File: src/rtl/counter_rev_slice.sv
// Cascadable up/down counter slice: sync load, carry/borrow chain, sticky wrap flag.
// One-cycle load and step latency; Rc is combinational from CI, S and cnt.
module counter_rev_slice #(
  parameter int WIDTH = 16
) (
  input  logic             clk,
  input  logic             rst_n,
  input  logic             S,
  input  logic             CE,
  input  logic             CI,
  input  logic             LD,
  input  logic [WIDTH-1:0] D,
  output logic [WIDTH-1:0] cnt,
  output logic             Rc,
  output logic             OV
);

  localparam logic [WIDTH-1:0] ONE = {{(WIDTH-1){1'b0}}, 1'b1};

  logic [WIDTH-1:0] cnt_q, cnt_d;
  logic             ov_q, ov_d;
  logic             term;
  logic             step;

  // Terminal value follows S immediately, so a direction change re-arms Rc at once.
  always_comb begin
    term = S ? (&cnt_q) : ~(|cnt_q);
    Rc   = CI & term;
    step = CE & CI;
  end

  always_comb begin
    cnt_d = cnt_q;
    ov_d  = ov_q;
    if (LD) begin
      cnt_d = D;
      ov_d  = 1'b0;
    end else if (step) begin
      cnt_d = S ? (cnt_q + ONE) : (cnt_q - ONE);
      if (Rc) begin
        ov_d = 1'b1;
      end
    end
  end

  always_ff @(posedge clk) begin
    if (!rst_n) begin
      cnt_q <= '0;
      ov_q  <= 1'b0;
    end else begin
      cnt_q <= cnt_d;
      ov_q  <= ov_d;
    end
  end

  assign cnt = cnt_q;
  assign OV  = ov_q;

endmodule

File: config.mk
export PLATFORM = sky130hd
export DESIGN_NAME = counter_rev_slice
export DESIGN_NICKNAME = d
export VERILOG_FILES = /design/src/rtl/counter_rev_slice.sv
export SDC_FILE = /design/constraint.sdc
export NUM_CORES = 1
export LEC_CHECK = 0
export ABC_AREA = 1
export CORE_MARGIN = 2
export CORE_UTILIZATION = 54
export DETAILED_ROUTE_END_ITERATION = 8
export PLACE_DENSITY = 0.95
export RECOVER_POWER = 100
export SETUP_SLACK_MARGIN = 0.3
export SYNTH_ARGS = -nofsm -noshare
export SYNTH_HDL_FRONTEND = slang
export SYNTH_SLANG_ARGS = --single-unit
File: constraint.sdc
create_clock -name clk -period 4.09 [get_ports clk]
set_input_delay 1.227 -clock clk [delete_from_list [all_inputs] [get_ports clk]]
set_output_delay 1.227 -clock clk [all_outputs]
set_load 0.05 [all_outputs]
# Word-level counts from Yosys, hierarchy flattened
# Index checks and enable logic that the tools add are counted.
# classes
muxes,4
addsub,2
n_bitwise,4
reduce_logical,5
# op_table
cell,count
2-to-1 mux 16 bit,3
"adder 16 x 1 -> 16 bit, second input constant",1
AND reduction 16 bit,1
OR reduction 16 bit,1
"subtractor 16 x 1 -> 16 bit, second input constant",1
AND 1 bit,2
inverter 1 bit,2
AND reduction 2 bit,1
nonzero test 2 bit,1
OR reduction 2 bit,1
2-to-1 mux 1 bit,1
# word_totals
elab_cells,17
reg_bits,17
inputBits,22

# Depth between registers and ports, before layout
# Gate-level depths: netlist of the first run.
# depth
depth_word,5
mapped_depth,12

# Worst setup path before layout of the first run
# Ideal clock, no wire load.
# synth_path
path_type,input to output
startpoint,input port S
endpoint,output port Rc
cell_stages,4
path_slack_ns,0.019
n_path_buf,0
arrival_ns,2.844
cell_sequence,inv_1 -> nor3_1 -> nand4_1 -> a21boi_0
# synth_between
elab_chain_len,2
# synth_lines
item,line_no,source
start: declaration,8,"input logic S,"
2-to-1 mux 1 bit,27,term = S ? (&cnt_q) : ~(|cnt_q);
AND 1 bit,28,Rc = CI & term;
end: declaration,14,"output logic Rc,"
# No other way between the ends.

# Worst setup path after layout of the first run
# Same ends and word-level chain as after synthesis.

==> results.yml, run 1 <==
outcome:
  status: "completed"
drt:
  antenna_left: 0
  avgViaCountPerCell: 5.307
  vias: 1985
  wl_per_cell_um: 12.36
  routed_wl_mm: 4.622
  drt_iter0_drc: 102
  detail_route.first_pass.iterations: 4
  drc: 0
floorplan:
  initial_utilization_pct: 56.36
  rows: 20
  coreArea_mm2: 0.003028
  dieArea_mm2: 0.003626
  die_w_um: 60.22
  die_h_um: 60.22
  io_pins: 40
sta:
  fin_setup_tns_ps: 0
  fin_skew_ps: 8.894
  max_freq_mhz: 270.0
  grt_setup_unrepaired: "no"
  hold_ws_ps: 466.5
  slew_headroom_pct: 50.44
  worstMarginPinSlew_ps: 743.4
  period_share_pct: 90.55
  drv_slew: 0
  layout_min_cycle_time_ps: 3703
  setup_viol: 0
  hold_viol: 0
global_route:
  overflow: 0
  grt_pass1_wl_mm: 7.521
  antenna_found_initial: 0
  grt_usage_pct: 27.12
  grt_pass1_vias: 1843
  grt_start_max_net_pins: 19
clock_tree:
  holdBufCountCts: 0
  clk_pin_slew_ps: 110
  clk_latency_ps: 310
  cts.sinks: 17
  post_cts_buffers: 0
  cts-root-buf: "clkbuf_4"
  cts_buffers: 3
  clock_path_buffers: 2
  cts_tree: "built"
  htreeDepth: 1
placed_design:
  place_congestion: 0.8818
  port_buffers: 39
  dp_hpwl_mm: 3.599
  placed_cell_area_mm2: 0.002163
cells_and_area:
  stdcell_area_mm2: 0.002183
  fillers: 252
  finalNetCount: 368
  area_delta_synth_final_pct: 27.93
  antenna_cells: 0
  drive_gt1_share_pct: 5.455
logic_synthesis:
  ys_seq_elements: 17
  synth_ff_type: "dfxtp_1"
  syn_nets: 325
  yosysTopAreaCell: "nand2_1"
  synth_cells: 288
  synth_top_area_share_pct: 20.01
  synth.most_common_cell: "nand2_1"
  yosysSeqAreaShare_pct: 19.94
  yosysUniqueCellTypes: 28
  postSynthAreaPerCell_um2: 5.926
  synth_edf_count: 0
  netlist_area_mm2: 0.001707
  yosysWarnings: 0
  synthTopCellsByArea: "nand2_1, dfxtp_1, inv_1"
  netlist_top_cells_count: "nand2_1, inv_1, nand3_1"
  async_reset_ff_share_pct: 0
power:
  power.density_mw_per_mm2: 252.0
  power_leakage_nw: 1.115
  ir_drop_uv: 165.6
setup_path:
  worst_ep_arrival_time_ps: 2480
  startpoint_type: "input pin"
  endpoint_kind: "output port"
  crit_type: "in2out"
  cp.required_ps: 2860
  path_max_fanout: 4
job:
  maxCapViolations: 0
min_path:
  min_path_type: "reg2reg"
[what timing repair did]
action / in CTS / in global routing
hold endpoints to repair: 0 / 0
endpoints found under the setup margin: 1 / 0
gates resized for setup: 2 / 0
[critical path: stages]
cell	delay, ps
dlygate4sd2_1	330
inv_1	90
nor3_1	130
nand4_1	130
a21boi_0	380
buf_12	190
[final cells by class]
cell class                      instances  area [um^2]  area share [%]
Multi-Input combinational cell        216         1151           52.72
Timing Repair Buffer                   42        417.9           19.14
Sequential cell                        17        340.3           15.59
Inverter                               51        191.4           8.768
Tap cell                               44        55.05           2.521
Clock buffer                            3        22.52           1.032
Clock inverter                          1        5.005          0.2292
[kinds of logic after synthesis]
logic type	after synthesis	synth area share (%)
AO/OA/AOI/OAI	41	13.42
buffers and inverters	55	12.46
AND/OR/NAND/NOR	153	39.15
flip-flops	17	19.94
XOR/XNOR	7	3.592
adder cells (fa/ha/maj)	15	11.44
[registers in the layout (all words and copies together), names as in the netlist]
register	cells
cnt	16
OV	1
[through the flow]
stage | utilization [%] | setup WS (ps) | total power [mW] | instances
2_1_floorplan | - | 386.4 | 0.3770 | 288
3_3_place_gp | 71.45 | 290.1 | 0.4510 | 370
3_5_place_dp | 71.45 | 230.2 | 0.4575 | 370
4_1_cts | 72.44 | 550.5 | 0.5538 | 374
5_1_grt | 72.11 | 288.6 | 0.5854 | 374
6_report | 72.11 | 386.6 | 0.5503 | 374
[worst paths after layout]
kind	from	end	slack (ps)	depth (start not counted)
worst max-delay path	S	Rc	390	6
worst min-delay path	OV$_SDFFE_PP0P_	OV$_SDFFE_PP0P_	470	2
worst max register to register	cnt[0]$_SDFFE_PN0P_	cnt[6]$_SDFFE_PN0P_	2150	10
worst min register to register	OV$_SDFFE_PP0P_	OV$_SDFFE_PP0P_	470	2
[where the power goes]
part           switching (mW)  internal, mW  leakage, nW
logic                   0.165        0.0962        0.957
clock network          0.0599        0.0365       0.0177
registers              0.0153         0.178        0.140
total                   0.240         0.310         1.12
[layer usage]
layer	vias up	global-route usage, %	routed length (um)
li1	1018	-	-
met1	887	33.55	1984
met2	69	46.27	2302
met3	11	2.381	233
met4	0	13.97	101
met5	-	0	0
[cell usage in the layout (no fill, tap or decap), types with 2 or more instances in the layout]
cell type / count
nand2_1: 92
nand2_2: 4
nor2_1: 14
dfxtp_1: 17
nor3_2: 2
a31oi_1: 6
clkbuf_4: 3
dlygate4sd3_1: 18
nand3_1: 24
a22o_1: 2
ha_1: 14
nor3_1: 6
buf_4: 2
xor2_1: 6
inv_1: 49
o21ai_0: 8
nand4_1: 5
inv_2: 2
a21oi_1: 22
clkdlybuf4s50_1: 19
nand3b_1: 3
Power figures use the tool's default switching activity.
==> run 2: changes to the inputs <==
--- a/config.mk
+++ b/config.mk
@@ -8,6 +8,7 @@
 export ABC_AREA = 1
 export CORE_MARGIN = 2
 export CORE_UTILIZATION = 54
+export CTS_CLUSTER_DIAMETER = 150
 export DETAILED_ROUTE_END_ITERATION = 8
 export PLACE_DENSITY = 0.95
 export RECOVER_POWER = 100
==> constraint.sdc (replaced) <==
create_clock -name clk -period 4.09 [get_ports clk]
set_input_delay 0.818 -clock clk [delete_from_list [all_inputs] [get_ports clk]]
set_output_delay 0.818 -clock clk [all_outputs]
set_load 0.05 [all_outputs]
==> run 2 against run 1 <==
First-iteration DRC count is 7.8% higher. Sequential share of layout area is 0.24 points higher. Via count is 1.5% higher. Power is 0.63% lower. Register-to-register slack worse by 40 ps. Clock power is 2.3% higher. Sequential power hardly changed. Critical path depth stayed put. Setup slack better by 270 ps. Hold slack worse by 15 ps. Clock skew is 4.1 ps lower. Cell count is 0.53% lower.
==> results.yml, run 2 (synthesis gave the netlist of run 1 again) <==
setup_path:
  worstReg2RegEnd: "cnt[14]$_SDFFE_PN0P_"
  timing.rr.start: "cnt[0]$_SDFFE_PN0P_"
  worst_ep_arrival_time_ps: 2610
  reg2reg_slack_ps: 2110
  path_max_fanout: 15
  crit_type: "in2out"
  endpoint_kind: "output port"
  slowest_stage: "dlygate4sd3_1"
  startpoint_type: "input pin"
  crit_chain: "dlygate4sd3_1 > inv_1 > nor3_1 > nand4_1 > a21boi_0 > buf_4"
  cpPeakStageDelay_ps: 660
  path_delay_family: "buffers and inverters"
  cp.required_ps: 3270
  crit_buf_inv: 3
  rr_worst_depth: 12
floorplan:
  dieArea_mm2: 0.003626
  rows: 20
  io_pins: 40
  coreArea_mm2: 0.003028
  die_h_um: 60.22
  die_w_um: 60.22
  initial_utilization_pct: 56.36
global_route:
  global_route.usage.met1_pct: 33.20
  grt_pass1_wl_mm: 7.776
  grt_busiest_layer: "met2"
  overflow: 0
  antenna_found_initial: 0
  grt_pass1_vias: 1942
  grt_usage_pct: 27.93
  use_met3_pct: 5.195
  gr-usage-met2_pct: 47.98
  grt_start_max_net_pins: 19
sta:
  grt_setup_unrepaired: "no"
  hold_viol: 0
  layout_min_cycle_time_ps: 3429
  setup_viol: 0
  max_freq_mhz: 291.7
  fin_setup_tns_ps: 0
  hold_ws_ps: 451.9
  slew_headroom_pct: 57.01
  fin_skew_ps: 4.798
  worstMarginPinSlew_ps: 642.7
  drv_slew: 0
  period_share_pct: 83.83
drt:
  wl_per_cell_um: 12.17
  routed_wl_mm: 4.526
  drc: 0
  vias: 2015
  drt_iter0_drc: 110
  detail_route.first_pass.iterations: 4
  antenna_left: 0
  avgViaCountPerCell: 5.417
clock_tree:
  cts-root-buf: "clkbuf_4"
  clk_latency_ps: 310
  cts_buffers: 3
  htreeDepth: 1
  holdBufCountCts: 0
  ctsResizeCount: 0
  cts.sinks: 17
  clock_path_buffers: 2
  clk_pin_slew_ps: 110
  post_cts_buffers: 0
  cts_tree: "built"
cells_and_area:
  finalNonFillerCells: 372
  finalNetCount: 366
  drive_gt1_share_pct: 3.963
  largest_reg_flops: 16
  area_delta_synth_final_pct: 25.95
  final_common_cell: "nand2_1"
  antenna_cells: 0
  final_cell_mix: "nand2_1, inv_1, nand3_1"
  stdcell_area_mm2: 0.002150
placed_design:
  dp_hpwl_mm: 3.560
  dpl.cell_count: 368
  place_congestion: 0.8966
  placed_cell_area_mm2: 0.002136
  port_buffers: 39
min_path:
  min_path_type: "reg2reg"
  hold_depth: 2
  min_to: "OV$_SDFFE_PP0P_"
  hp-start: "OV$_SDFFE_PP0P_"
job:
  maxCapViolations: 0
power:
  power.density_mw_per_mm2: 254.4
  ir_drop_uv: 223.7
  p_total_mw: 0.5468
  power_leakage_nw: 1.105
outcome:
  status: "completed"
## run 2: cell count changes in the layout (fill, tap and decap cells not counted)
cell	delta
nand2_1	+3
nand2_2	-3
a21oi_1	+1
a21oi_2	-1
buf_12	-1
clkbuf_1	-1
dlygate4sd2_1	-1
dlygate4sd3_1	+1
## run 2: worst max-delay path by stage
stage	from	end	slack (ps)	cells past startpoint
floorplan	S	Rc	840	4
global placement	S	Rc	850	6
detailed placement	S	Rc	750	6
CTS	S	Rc	750	6
global route	S	Rc	530	6
finish	S	Rc	660	6
## run 2: area by class of cell
type | instances | area (um^2)
clock inverter | 1 | 5.005
clock buffer | 3 | 22.52
timing repair buffer | 40 | 395.4
multi-input combinational | 216 | 1140
inverter | 51 | 191.4
sequential | 17 | 340.3
fill | 249 | 878.3
tap | 44 | 55.05
## run 2: metrics by stage
| stage | setup slack [ps] | util, % |
|---|---|---|
| floorplan | 837.4 | - |
| global placement | 851.3 | 70.54 |
| detailed placement | 750.5 | 70.54 |
| CTS | 752.8 | 71.45 |
| global route | 525.2 | 70.99 |
| finish | 661.4 | 70.99 |
## run 2: power by group
part | total, mW | internal [mW] | switching, mW
logic | 0.256 | 0.0943 | 0.161
clock network | 0.0986 | 0.0366 | 0.0620
registers | 0.193 | 0.178 | 0.0151
## run 2: tightest hold or removal path: stages, from the launching register on
cell and delay, ps:
dfxtp_1 320, inv_1 40, a21oi_1 50
## run 2: per-layer routing
layer	share of wire [%]	routed length, um	vias up
met3	8.8	399	14
met5	0	0	-
met1	41	1856	894
met4	2.5	114	0
li1	-	-	1012
met2	48	2156	95
==> run 3: changes to the inputs <==
--- a/config.mk
+++ b/config.mk
@@ -7,10 +7,10 @@
 export LEC_CHECK = 0
 export ABC_AREA = 1
 export CORE_MARGIN = 2
-export CORE_UTILIZATION = 54
+export CORE_UTILIZATION = 50
 export CTS_CLUSTER_DIAMETER = 150
 export DETAILED_ROUTE_END_ITERATION = 8
-export PLACE_DENSITY = 0.95
+export PLACE_DENSITY = 0.91
 export RECOVER_POWER = 100
 export SETUP_SLACK_MARGIN = 0.3
 export SYNTH_ARGS = -nofsm -noshare
==> constraint.sdc (replaced) <==
create_clock -name clk -period 3.19 [get_ports clk]
set_input_delay 0.638 -clock clk [delete_from_list [all_inputs] [get_ports clk]]
set_output_delay 0.638 -clock clk [all_outputs]
set_load 0.05 [all_outputs]
==> run 3 against run 2 <==
Setup slack got worse by 290 ps. Die area rose by 7.5%. Cell count rose by 1.1%. Largest cell class unchanged. Clock-buffer cell count did not move. Global-route usage fell by 3.7 points. Sequential cell count did not move. Critical path type unchanged.
==> results.yml, run 3 (synthesis gave the netlist of run 1 again) <==
outcome:
  status: "completed"
placed_design:
  dp_slack_ps: 267.5
  place_congestion: 0.9148
  port_buffers: 39
  dp_hpwl_mm: 3.658
global_route:
  grt_start_max_net_pins: 19
  grt_usage_pct: 24.19
  antenna_found_initial: 0
  global_route.usage.met1_pct: 30.98
  gr-usage-met2_pct: 41.40
  overflow: 0
  use_met3_pct: 4.144
  grt_pass1_wl_mm: 7.652
  grt_busiest_layer: "met2"
  grt_pass1_vias: 1748
clock_tree:
  clk_latency_ps: 310
  cts_tree: "built"
  htreeDepth: 1
  cts-root-buf: "clkbuf_4"
  holdBufCountCts: 0
  cts_buffers: 3
  clock_path_buffers: 2
  cts.sinks: 17
  clk_pin_slew_ps: 110
floorplan:
  io_pins: 40
  dieArea_mm2: 0.003897
  die_w_um: 62.43
  coreArea_mm2: 0.003311
  rows: 21
  die_h_um: 62.43
  initial_utilization_pct: 51.55
sta:
  grt_setup_unrepaired: "no"
  hold_viol: 0
  period_share_pct: 88.42
  fin_skew_ps: 2.748
  fin_setup_tns_ps: 0
  worstMarginPinSlew_ps: 520.1
  hold_ws_ps: 453.6
  setup_viol: 0
  setup_ws_ps: 369.4
  layout_min_cycle_time_ps: 2821
  max_freq_mhz: 354.5
  slew_headroom_pct: 65.21
  drv_slew: 0
cells_and_area:
  antenna_cells: 0
  finalNetCount: 368
  fillers: 303
  drive_gt1_share_pct: 5.758
  final_cell_mix: "nand2_1, inv_1, nand3_1"
  area_delta_synth_final_pct: 28.30
  multi_input_area_mm2: 0.001146
  largest_reg_flops: 16
  seq_area_um2: 340.3
  final_common_cell: "nand2_1"
drt:
  routed_wl_mm: 4.577
  detail_route.first_pass.iterations: 5
  drc: 0
  vias: 1947
  wl_per_cell_um: 12.17
  avgViaCountPerCell: 5.178
  antenna_left: 0
  drt_iter0_drc: 107
setup_path:
  reg2reg_slack_ps: 1150
  endpoint_kind: "output port"
  cp.required_ps: 2550
  rr_worst_depth: 12
  worstReg2RegEnd: "cnt[14]$_SDFFE_PN0P_"
  worst_ep_arrival_time_ps: 2180
  crit_end: "Rc"
  startpoint_type: "input pin"
  crit_type: "in2out"
  critPathLaunch: "S"
  timing.rr.start: "cnt[0]$_SDFFE_PN0P_"
  path_max_fanout: 4
min_path:
  min_path_type: "reg2reg"
job:
  maxCapViolations: 0
power:
  ir_drop_uv: 265.6
  power_leakage_nw: 1.112
  power.density_mw_per_mm2: 321.0
run 3: changes by cell type in the layout (fill, tap and decap cells not counted):
cell	before	now
inv_1	49	47
a21boi_0	1	0
a21boi_1	0	1
a21oi_1	23	22
a21oi_2	0	1
buf_12	0	1
buf_4	2	3
clkdlybuf4s50_1	19	20
clkinvlp_4	0	1
dlygate4sd3_1	19	18
inv_2	2	3
nand2_1	95	94
nand2_2	1	2
run 3: cell type report:
class	instances	area share, %
Sequential cell	17	15.54
Timing Repair Buffer	42	19.31
Multi-Input combinational cell	216	52.34
Inverter	51	8.914
Clock inverter	1	0.2286
Clock buffer	3	1.029
Tap cell	46	2.629
run 3: worst max-delay path, cell delays in order:
cell,delay [ps]
dlygate4sd3_1,690
clkinvlp_4,150
nor3_1,140
nand4_1,130
a21boi_1,260
buf_12,170
run 3: worst min path at each step:
stage / from / endpoint / slack [ps] / cells past startpoint
final: OV$_SDFFE_PP0P_ / OV$_SDFFE_PP0P_ / 450 / 2
after global routing: OV$_SDFFE_PP0P_ / OV$_SDFFE_PP0P_ / 500 / 2
after CTS: OV$_SDFFE_PP0P_ / OV$_SDFFE_PP0P_ / 460 / 2
after detailed placement: OV$_SDFFE_PP0P_ / OV$_SDFFE_PP0P_ / 440 / 2
after global placement: OV$_SDFFE_PP0P_ / OV$_SDFFE_PP0P_ / 450 / 2
after floorplan: OV$_SDFFE_PP0P_ / OV$_SDFFE_PP0P_ / 660 / 2
run 3: what timing repair did:
action,CTS,global route
resized for setup,1,0
setup endpoints to repair,1,0
buffers inserted,1,0
run 3: routing by layer:
layer  wire length, um  share of wire [%]
met1              1964                 43
met2              2239                 49
met3               305                6.7
met4                68                1.5
met5                 0                  0
run 3: through the flow:
| stage | std cells | power (mW) | utilization [%] | area [um^2] |
|---|---|---|---|---|
| 6_report | 376 | 0.7029 | 66.14 | 2190 |
| 5_1_grt | 376 | 0.7496 | 66.14 | 2190 |
| 4_1_cts | 376 | 0.7084 | 66.36 | 2197 |
| 3_5_place_dp | 371 | 0.5856 | 65.19 | 2158 |
| 3_3_place_gp | 371 | 0.5789 | 65.19 | 2158 |
| 2_1_floorplan | 288 | 0.4834 | - | 1707 |
run 3: where the power goes:
part / switching, mW / internal, mW
registers: 0.0198 / 0.228
logic: 0.208 / 0.124
clock network: 0.0768 / 0.0469
